## src/rtl/mem_stage.sv

```systemverilog
// ============================================================================
// Module   : mem_stage
// Purpose  : Pipeline memory stage. Aligns/extends load return data and holds
//            the writeback register. MEM_ALIGN_CHECK_EN adds alignment checks.
// Revision : 1.0 - initial release
// ============================================================================
`default_nettype none

module mem_stage (
  input  logic        clk,
  input  logic        rst,
  input  logic        mem_flush_i,
  input  logic        mem_stall_i,
  input  logic        mem_wren_i,
  input  logic [4:0]  mem_waddr_i,
  input  logic [31:0] mem_wdata_i,
  input  logic        mem_nofwd_i,
  input  logic [31:0] mem_inst_i,
  input  logic        mem_inslot_i,
  input  logic [31:0] mem_pc_i,
  input  logic [7:0]  mem_memop_i,
  input  logic        mem_inst_load_i,
  input  logic [1:0]  mem_memaddr_low_i,
  input  logic [31:0] data_sram_rdata_i,
  input  logic        data_sram_rvalid_i,
  output logic        mem_stallreq_o,
  output logic [31:0] mem_wdata_bp_o,
  output logic        mem_nofwd_bp_o,
  output logic        wb_wren_o,
  output logic [4:0]  wb_waddr_o,
  output logic [31:0] wb_wdata_o,
  output logic [31:0] wb_inst_o,
  output logic        wb_inslot_o,
  output logic [31:0] wb_pc_o
`ifdef MEM_ALIGN_CHECK_EN
  ,
  output logic        mem_addr_err_o
`endif
);

  typedef enum logic [1:0] {
    S_IDLE  = 2'd0,
    S_WAIT  = 2'd1,
    S_HOLD  = 2'd2,
    S_DRAIN = 2'd3
  } state_t;

  state_t      state_q, state_d;
  logic [31:0] rbuf_q, rbuf_d;

  logic        wb_wren_q, wb_wren_d;
  logic [4:0]  wb_waddr_q, wb_waddr_d;
  logic [31:0] wb_wdata_q, wb_wdata_d;
  logic [31:0] wb_inst_q, wb_inst_d;
  logic        wb_inslot_q, wb_inslot_d;
  logic [31:0] wb_pc_q, wb_pc_d;
  logic        addr_err_q, addr_err_d;

  logic        addr_err;
  logic        misalign_ld;
  logic        load;
  logic        stallreq;
  logic        use_buf;
  logic [31:0] ld_src;
  logic [7:0]  ld_byte;
  logic [15:0] ld_half;
  logic [31:0] ld_data;
  logic [31:0] next_wdata;

`ifdef MEM_ALIGN_CHECK_EN
  assign addr_err = ((mem_memop_i[2] | mem_memop_i[3] | mem_memop_i[6]) & mem_memaddr_low_i[0])
                  | ((mem_memop_i[4] | mem_memop_i[7]) & (mem_memaddr_low_i != 2'b00));
`else
  logic unused_memop;
  assign unused_memop = ^mem_memop_i[7:5];
  assign addr_err     = 1'b0;
`endif

  // A misaligned load never reaches memory, so it must not wait for a response.
  assign misalign_ld = addr_err & mem_inst_load_i;
  assign load        = mem_inst_load_i & ~misalign_ld;

  always_comb begin
    state_d  = state_q;
    rbuf_d   = rbuf_q;
    stallreq = 1'b0;
    use_buf  = 1'b0;
    case (state_q)
      S_IDLE: begin
        if (load && !mem_flush_i) begin
          if (data_sram_rvalid_i) begin
            if (mem_stall_i) begin
              rbuf_d  = data_sram_rdata_i;
              state_d = S_HOLD;
            end
          end else begin
            stallreq = 1'b1;
            state_d  = S_WAIT;
          end
        end
      end
      S_WAIT: begin
        if (mem_flush_i) begin
          state_d = data_sram_rvalid_i ? S_IDLE : S_DRAIN;
        end else if (data_sram_rvalid_i) begin
          if (mem_stall_i) begin
            rbuf_d  = data_sram_rdata_i;
            state_d = S_HOLD;
          end else begin
            state_d = S_IDLE;
          end
        end else begin
          stallreq = 1'b1;
        end
      end
      S_HOLD: begin
        use_buf = 1'b1;
        if (mem_flush_i) begin
          rbuf_d  = 32'h0;
          state_d = S_IDLE;
        end else if (!mem_stall_i) begin
          state_d = S_IDLE;
        end
      end
      S_DRAIN: begin
        // The response in flight belongs to the killed load and is dropped.
        stallreq = load;
        if (data_sram_rvalid_i) begin
          state_d = (load && !mem_flush_i) ? S_WAIT : S_IDLE;
        end
      end
      default: state_d = S_IDLE;
    endcase
  end

  always_comb begin
    ld_src  = use_buf ? rbuf_q : data_sram_rdata_i;
    ld_byte = 8'h0;
    ld_half = 16'h0;
    ld_data = 32'h0;
    case (mem_memaddr_low_i)
      2'd0:    ld_byte = ld_src[7:0];
      2'd1:    ld_byte = ld_src[15:8];
      2'd2:    ld_byte = ld_src[23:16];
      default: ld_byte = ld_src[31:24];
    endcase
    ld_half = mem_memaddr_low_i[1] ? ld_src[31:16] : ld_src[15:0];
    if (mem_memop_i[0])      ld_data = {{24{ld_byte[7]}}, ld_byte};
    else if (mem_memop_i[1]) ld_data = {24'h0, ld_byte};
    else if (mem_memop_i[2]) ld_data = {{16{ld_half[15]}}, ld_half};
    else if (mem_memop_i[3]) ld_data = {16'h0, ld_half};
    else                     ld_data = ld_src;
    next_wdata = load ? ld_data : mem_wdata_i;
  end

  always_comb begin
    wb_wren_d   = 1'b0;
    wb_waddr_d  = 5'h0;
    wb_wdata_d  = 32'h0;
    wb_inst_d   = 32'h0;
    wb_inslot_d = 1'b0;
    wb_pc_d     = 32'h0;
    addr_err_d  = 1'b0;
    if (!mem_flush_i && !stallreq) begin
      wb_wren_d   = mem_wren_i & ~misalign_ld;
      wb_waddr_d  = mem_waddr_i;
      wb_wdata_d  = next_wdata;
      wb_inst_d   = mem_inst_i;
      wb_inslot_d = mem_inslot_i;
      wb_pc_d     = mem_pc_i;
      addr_err_d  = addr_err;
    end
  end

  always_ff @(posedge clk) begin
    if (rst) begin
      state_q     <= S_IDLE;
      rbuf_q      <= 32'h0;
      wb_wren_q   <= 1'b0;
      wb_waddr_q  <= 5'h0;
      wb_wdata_q  <= 32'h0;
      wb_inst_q   <= 32'h0;
      wb_inslot_q <= 1'b0;
      wb_pc_q     <= 32'h0;
      addr_err_q  <= 1'b0;
    end else begin
      state_q <= state_d;
      rbuf_q  <= rbuf_d;
      if (!mem_stall_i) begin
        wb_wren_q   <= wb_wren_d;
        wb_waddr_q  <= wb_waddr_d;
        wb_wdata_q  <= wb_wdata_d;
        wb_inst_q   <= wb_inst_d;
        wb_inslot_q <= wb_inslot_d;
        wb_pc_q     <= wb_pc_d;
        addr_err_q  <= addr_err_d;
      end
    end
  end

  assign mem_stallreq_o = stallreq;
  assign mem_wdata_bp_o = next_wdata;
  assign mem_nofwd_bp_o = mem_nofwd_i | (load & stallreq);
  assign wb_wren_o      = wb_wren_q;
  assign wb_waddr_o     = wb_waddr_q;
  assign wb_wdata_o     = wb_wdata_q;
  assign wb_inst_o      = wb_inst_q;
  assign wb_inslot_o    = wb_inslot_q;
  assign wb_pc_o        = wb_pc_q;

`ifdef MEM_ALIGN_CHECK_EN
  assign mem_addr_err_o = addr_err_q;
`else
  logic unused_err;
  assign unused_err = addr_err_q;
`endif

endmodule

`default_nettype wire

```

## config.mk

```make
export PLATFORM = sky130hd
export DESIGN_NAME = mem_stage
export DESIGN_NICKNAME = d
export VERILOG_FILES = /design/src/rtl/mem_stage.sv
export SDC_FILE = /design/constraint.sdc
export NUM_CORES = 1
export LEC_CHECK = 0
export CORE_MARGIN = 4
export CORE_UTILIZATION = 38
export DETAILED_ROUTE_END_ITERATION = 6
export GPL_ROUTABILITY_DRIVEN = 0
export GPL_TIMING_DRIVEN = 0
export HOLD_SLACK_MARGIN = 0.06
export PLACE_DENSITY_LB_ADDON = 0.05
export SLEW_MARGIN = 10
export SYNTH_ARGS = -nofsm -noshare
export SYNTH_HDL_FRONTEND = slang
export SYNTH_SLANG_ARGS = --single-unit
```

## constraint.sdc

```tcl
create_clock -name clk -period 2.3 [get_ports clk]
set_input_delay 0.46 -clock clk [delete_from_list [all_inputs] [get_ports clk]]
set_output_delay 0.46 -clock clk [all_outputs]
set_load 0.01 [all_outputs]
```

### Word level (Yosys, flattened, before mapping)

Index checks and enable logic that the tools add are counted.

| storage, ports and cells | value |
|---|---|
| register bits | 137 |
| latch bits | 0 |
| RAM bits | 0 |
| bits in read-only memories | 0 |
| input port bits | 152 |
| logic and storage cells | 68 |
| memories | 0 |

| operators by class | value |
|---|---|
| add/sub/neg operators | 0 |
| $mul | 0 |
| div/mod/pow operators | 0 |
| order comparisons | 0 |
| equality and inequality tests | 12 |
| shift operators | 0 |
| muxes and demuxes | 37 |
| bitwise gates (word level) | 2 |
| reduce and logical (&&, ||, !) cells | 9 |

Operators by type and width:

| cell | count |
|---|---|
| $mux 32 | 14 |
| $pmux 32 s3 | 1 |
| $pmux 8 s3 | 1 |
| $mux 2 | 10 |
| $mux 16 | 1 |
| $ne 3x3->1 const B | 3 |
| $ne 2x2->1 const B | 4 |
| $pmux 2 s4 | 1 |
| $mux 1 | 7 |
| $eq 2x2->1 const B | 3 |
| $mux 5 | 1 |
| $reduce_and 5->1 | 1 |
| $eq 2x1->1 const B | 2 |
| $logic_not 2->1 | 2 |
| $reduce_and 4->1 | 1 |
| $pmux 1 s3 | 1 |
| $reduce_bool 3->1 | 1 |
| $logic_and 1x1->1 | 2 |
| $logic_not 1->1 | 2 |
| $and 1x1->1 | 1 |
| $or 1x1->1 | 1 |

### Longest topological paths before layout

| logic depth | value |
|---|---|
| depth in word-level cells | 10 |
| gate-level depth with buffers | 9 |
| gate-level depth less buffers | 5 |

### Worst setup path after synthesis

Ideal clock, no wire load.

| path | value |
|---|---|
| kind | input to output |
| start point | in mem_memaddr_low_i[1] |
| end point | out mem_wdata_bp_o[21] |
| arrival time | 1.875 ns |
| required time | 1.840 ns |
| setup slack | -0.035 ns |
| stages | 6 |
| path buffers | 1 |
| cells stage by stage | inv_2 mux4_2 o21a_2 buf_4 a221oi_2 nor2_1 |

| between the ends | value |
|---|---|
| word-level cells in the longest chain between the ends | 5 |
| elaborated cells between the ends (all ways) | 9 |
| those cells by class | 2 x eq/ne; 6 x mux; 1 x reduce/logical |

Ends and longest elaborated chain:

| what | line | text |
|---|---|---|
| from (decl) | 23 | `input logic [1:0] mem_memaddr_low_i,` |
| $mux 16 | 147 | `ld_half = mem_memaddr_low_i[1] ? ld_src[31:16] : ld_src[15:0];` |
| $mux 32 | 150 | `else if (mem_memop_i[2]) ld_data = {{16{ld_half[15]}}, ld_half};` |
| $mux 32 | 149 | `else if (mem_memop_i[1]) ld_data = {24'h0, ld_byte};` |
| $mux 32 * | 148 | `if (mem_memop_i[0]) ld_data = {{24{ld_byte[7]}}, ld_byte};` |
| $mux 32 * | 153 | `next_wdata = load ? ld_data : mem_wdata_i;` |
| to (decl) | 27 | `output logic [31:0] mem_wdata_bp_o,` |

Every way passes the cells marked *; elsewhere a longest branch is shown, timed or not.

### Final worst setup path

| path | value |
|---|---|
| start point | reg state_q[0] |
| end point | out mem_wdata_bp_o[22] |

| between the ends | value |
|---|---|
| word-level cells in the longest chain between the ends | 8 |
| elaborated cells between the ends (all ways) | 10 |
| those cells by class | 1 x eq/ne; 9 x mux |

Ends and longest elaborated chain:

| what | line | text |
|---|---|---|
| from (decl) | 48 | `state_t state_q, state_d;` |
| from (signal assigned) | 187 | `state_q <= state_d;` |
| $eq 2x2->1 * | 88 | `case (state_q)` |
| $mux 1 * | 88 |  |
| $mux 32 * | 137 | `ld_src = use_buf ? rbuf_q : data_sram_rdata_i;` |
| $mux 32 or $mux 16 (tied branches) | 151, 147 |  |
| $mux 32 | 150 |  |
| $mux 32 | 149 |  |
| $mux 32 * | 148 |  |
| $mux 32 * | 153 |  |

Marked as above.

==> reports/summary.txt <==
Syn Nets -> 920
hold_buf cts -> 0
failing checks -> setup timing
vias in the first global route -> 7,286
Leak Pwr -> 4.27 nW
Fill cells -> 1,338
worst hold-check path type -> reg2reg
DR pass1 iterations -> 5
post-placement setup slack -> -1620 ps
Buffers on Ports -> 283
Critical Path RT -> 1840 ps
main combinational cell family by area after synthesis -> compound AO/OA/AOI/OAI gates
final period utilization -> 1.32
DIE AREA -> 19,300 sq um
CP endpoint kind -> primary output
post-synthesis mux area share -> 0.0673
Routed Wire Length -> 26,100 um
number of flops mapped to enable cells by yosys -> 0
synth unique cells -> 53
CP top delay family -> compound AO/OA/AOI/OAI gates
Syn-to-layout area delta -> 77.9%
max-slew violations -> 0
Cells after Synth -> 768
Design Power -> 7.22 mW
Multi-input gate area -> 4110 sq um
asr flop ratio synth -> 0
status -> complete, but fails checks
Peak VDD IR -> 0.549 mV
total CTS buffers -> 17
Core Footprint -> 16,700 sq um
unrepaired setup endpoints after global routing -> true
Seq. cell area -> 2750 sq um
Fmax -> 0.328 GHz
fin crit period -> 3040 ps
final setup TNS -> -19,740 ps
Crit Path Class -> reg2out
Total GRT Usage -> 0.253
Post-Syn Area -> 6510 sq um
Clock Sinks -> 137
CP max-delay cell -> or4b_4
WP data arrival -> 2580 ps
FP Rows -> 47
flop and latch count out of synthesis -> 137
PwrDens -> 624 nW/um^2
most numerous cell in the Yosys netlist -> dfxtp_1
detailed placement HPWL -> 17,900 um
Compound-Gate Fraction of Synth Area -> 0.284
most frequent cells after synthesis -> 137 x dfxtp_1, 132 x nor2_1, 76 x nand2_1, 71 x a22oi_1, 60 x a21oi_1
global-route wire length before repair -> 39,400 um
post-synthesis area per instance -> 8.47 sq um
largest area contributor in the netlist -> dfxtp_1
largest net degree at the start of global routing -> 17
worst rel slew slack -> 0.555
CP peak stage delay -> 550 ps
layout cells sized above 1 -> 0.228
Slew @ Worst Pin -> 666 ps
crit path max fanout -> 6
Final Skew -> 14.7 ps
Top FF cell, synth -> dfxtp_1
DR iter-0 viols -> 537
Via density -> 5.50
Adder-Cell Fraction of Synth Area -> 0
CTS HTree Levels -> 4
maxcap violations -> 0
post-synth top area share -> 0.421
Remaining DRCs -> 0
num ports -> 289
CP Buf/Inv Count -> 3
Final Worst Setup Slack -> -745 ps
Die Wd -> 139 um
# setup viols final -> 32
Hold Vio Cnt, Final -> 0
CTS Buffer Depth -> 2
crit-path cells -> or4b_4 -> o311ai_4 -> o221ai_4 -> buf_12 -> buf_8 -> a221oi_4 -> nor2_1 -> buf_2
CTS tree -> done
grt ovf -> 0
Final ANT Viol Nets -> 0
Final nets -> 1,292
XOR/XNOR share of the synthesized area -> 0.00135
CTS root buffer -> clkbuf_16
Seq/Total Area, Yosys -> 0.421
crit path launch type -> flip-flop
minimum hold slack -> 450 ps
clock-pin slew on the worst setup and hold paths -> 60 ps
Vias -> 7,562
Initial Util -> 0.390
leading post-synthesis cells by cell area -> dfxtp_1 42%, a22oi_1 8.2%, nor2_1 7.6%, a21oi_1 4.6%, a221oi_2 4.6%
Warnings, synthesis -> 0
Clock Latency Late Sink -> 430 ps
Wirelength per Cell -> 19.0 um
die span in y -> 139 um
initial antenna violation count -> 3
synthesized-area fraction occupied by and/or/nand/nor cells -> 0.170
placed cells by master (no fill, tap or decap), types with 22 or more instances in the layout:
cell               n
dfxtp_1          134
clkbuf_1          40
nand2_1           76
o31ai_1           23
clkdlybuf4s50_1  242
a21oi_1           44
buf_2             37
buf_4             50
a22oi_1           71
nand3_1           41
nor2_1           128
a221oi_4          22
state kept, by name (all words and copies together) (netlist names):
name         count
rbuf_q          32
state_q          2
wb_inslot_o      1
wb_inst_o       32
wb_pc_o         32
wb_waddr_o       5
wb_wdata_o      32
wb_wren_o        1
layout make-up:
type | instances | share of cell area
multi-input combinational | 549 | 0.355
timing repair buffer | 354 | 0.290
sequential | 137 | 0.237
buffer | 68 | 0.0396
clock buffer | 19 | 0.0391
tap | 220 | 0.0238
clock inverter | 13 | 0.0104
inverter | 13 | 0.00443
antenna | 1 | 0.000216
cells by family after synthesis:
logic type	count (synthesis)
AO/OA/AOI/OAI	245
flip-flops	137
multiplexers	35
buffers and inverters	82
AND/OR/NAND/NOR	268
XOR/XNOR	1
power by group:
part	internal [mW]	switching, mW
Clock	1.55	1.14
Sequential	2.48	0.0698
Combinational	1.03	0.954
Total	5.06	2.16
metrics by stage:
step / cell area (sq um) / cells / utilization
global placement: 9620 / 1271 / 0.576
global route: 11600 / 1374 / 0.693
floorplan: 6520 / 768 / -
detailed placement: 9620 / 1271 / 0.576
finish: 11600 / 1374 / 0.693
CTS: 11200 / 1351 / 0.672
per-layer routing:
metal	wire length [um]	track usage
met1	10100	0.293
met2	12900	0.439
met3	2200	0.0872
met4	928	0.0819
met5	27	0
path summary, 6_finish.rpt:
path,from,endpoint,slack (ps),depth (start not counted)
worst max register to register,state_q[0]$_SDFFE_PP0P_,wb_wdata_o[8]$_SDFFE_PP0N_,40,8
worst max-delay path,state_q[0]$_SDFFE_PP0P_,mem_wdata_bp_o[22],-740,8
worst min-delay path,wb_wdata_o[10]$_SDFFE_PP0N_,wb_wdata_o[10]$_SDFFE_PP0N_,450,2
worst min register to register,wb_wdata_o[10]$_SDFFE_PP0N_,wb_wdata_o[10]$_SDFFE_PP0N_,450,2
worst min-delay path, cell delays in order (launching register included):
cell	delay [ps]
dfxtp_1	320
nand2_1	50
o31ai_1	50
what timing repair did:
action | 4_1_cts | 5_1_grt
gates cloned | 1 | 2
setup buffers | 47 | 25
pin swaps | 59 | 48
endpoints found under the setup margin | 65 | 54
resized for setup | 282 | 48
Power figures use the tool's default switching activity.
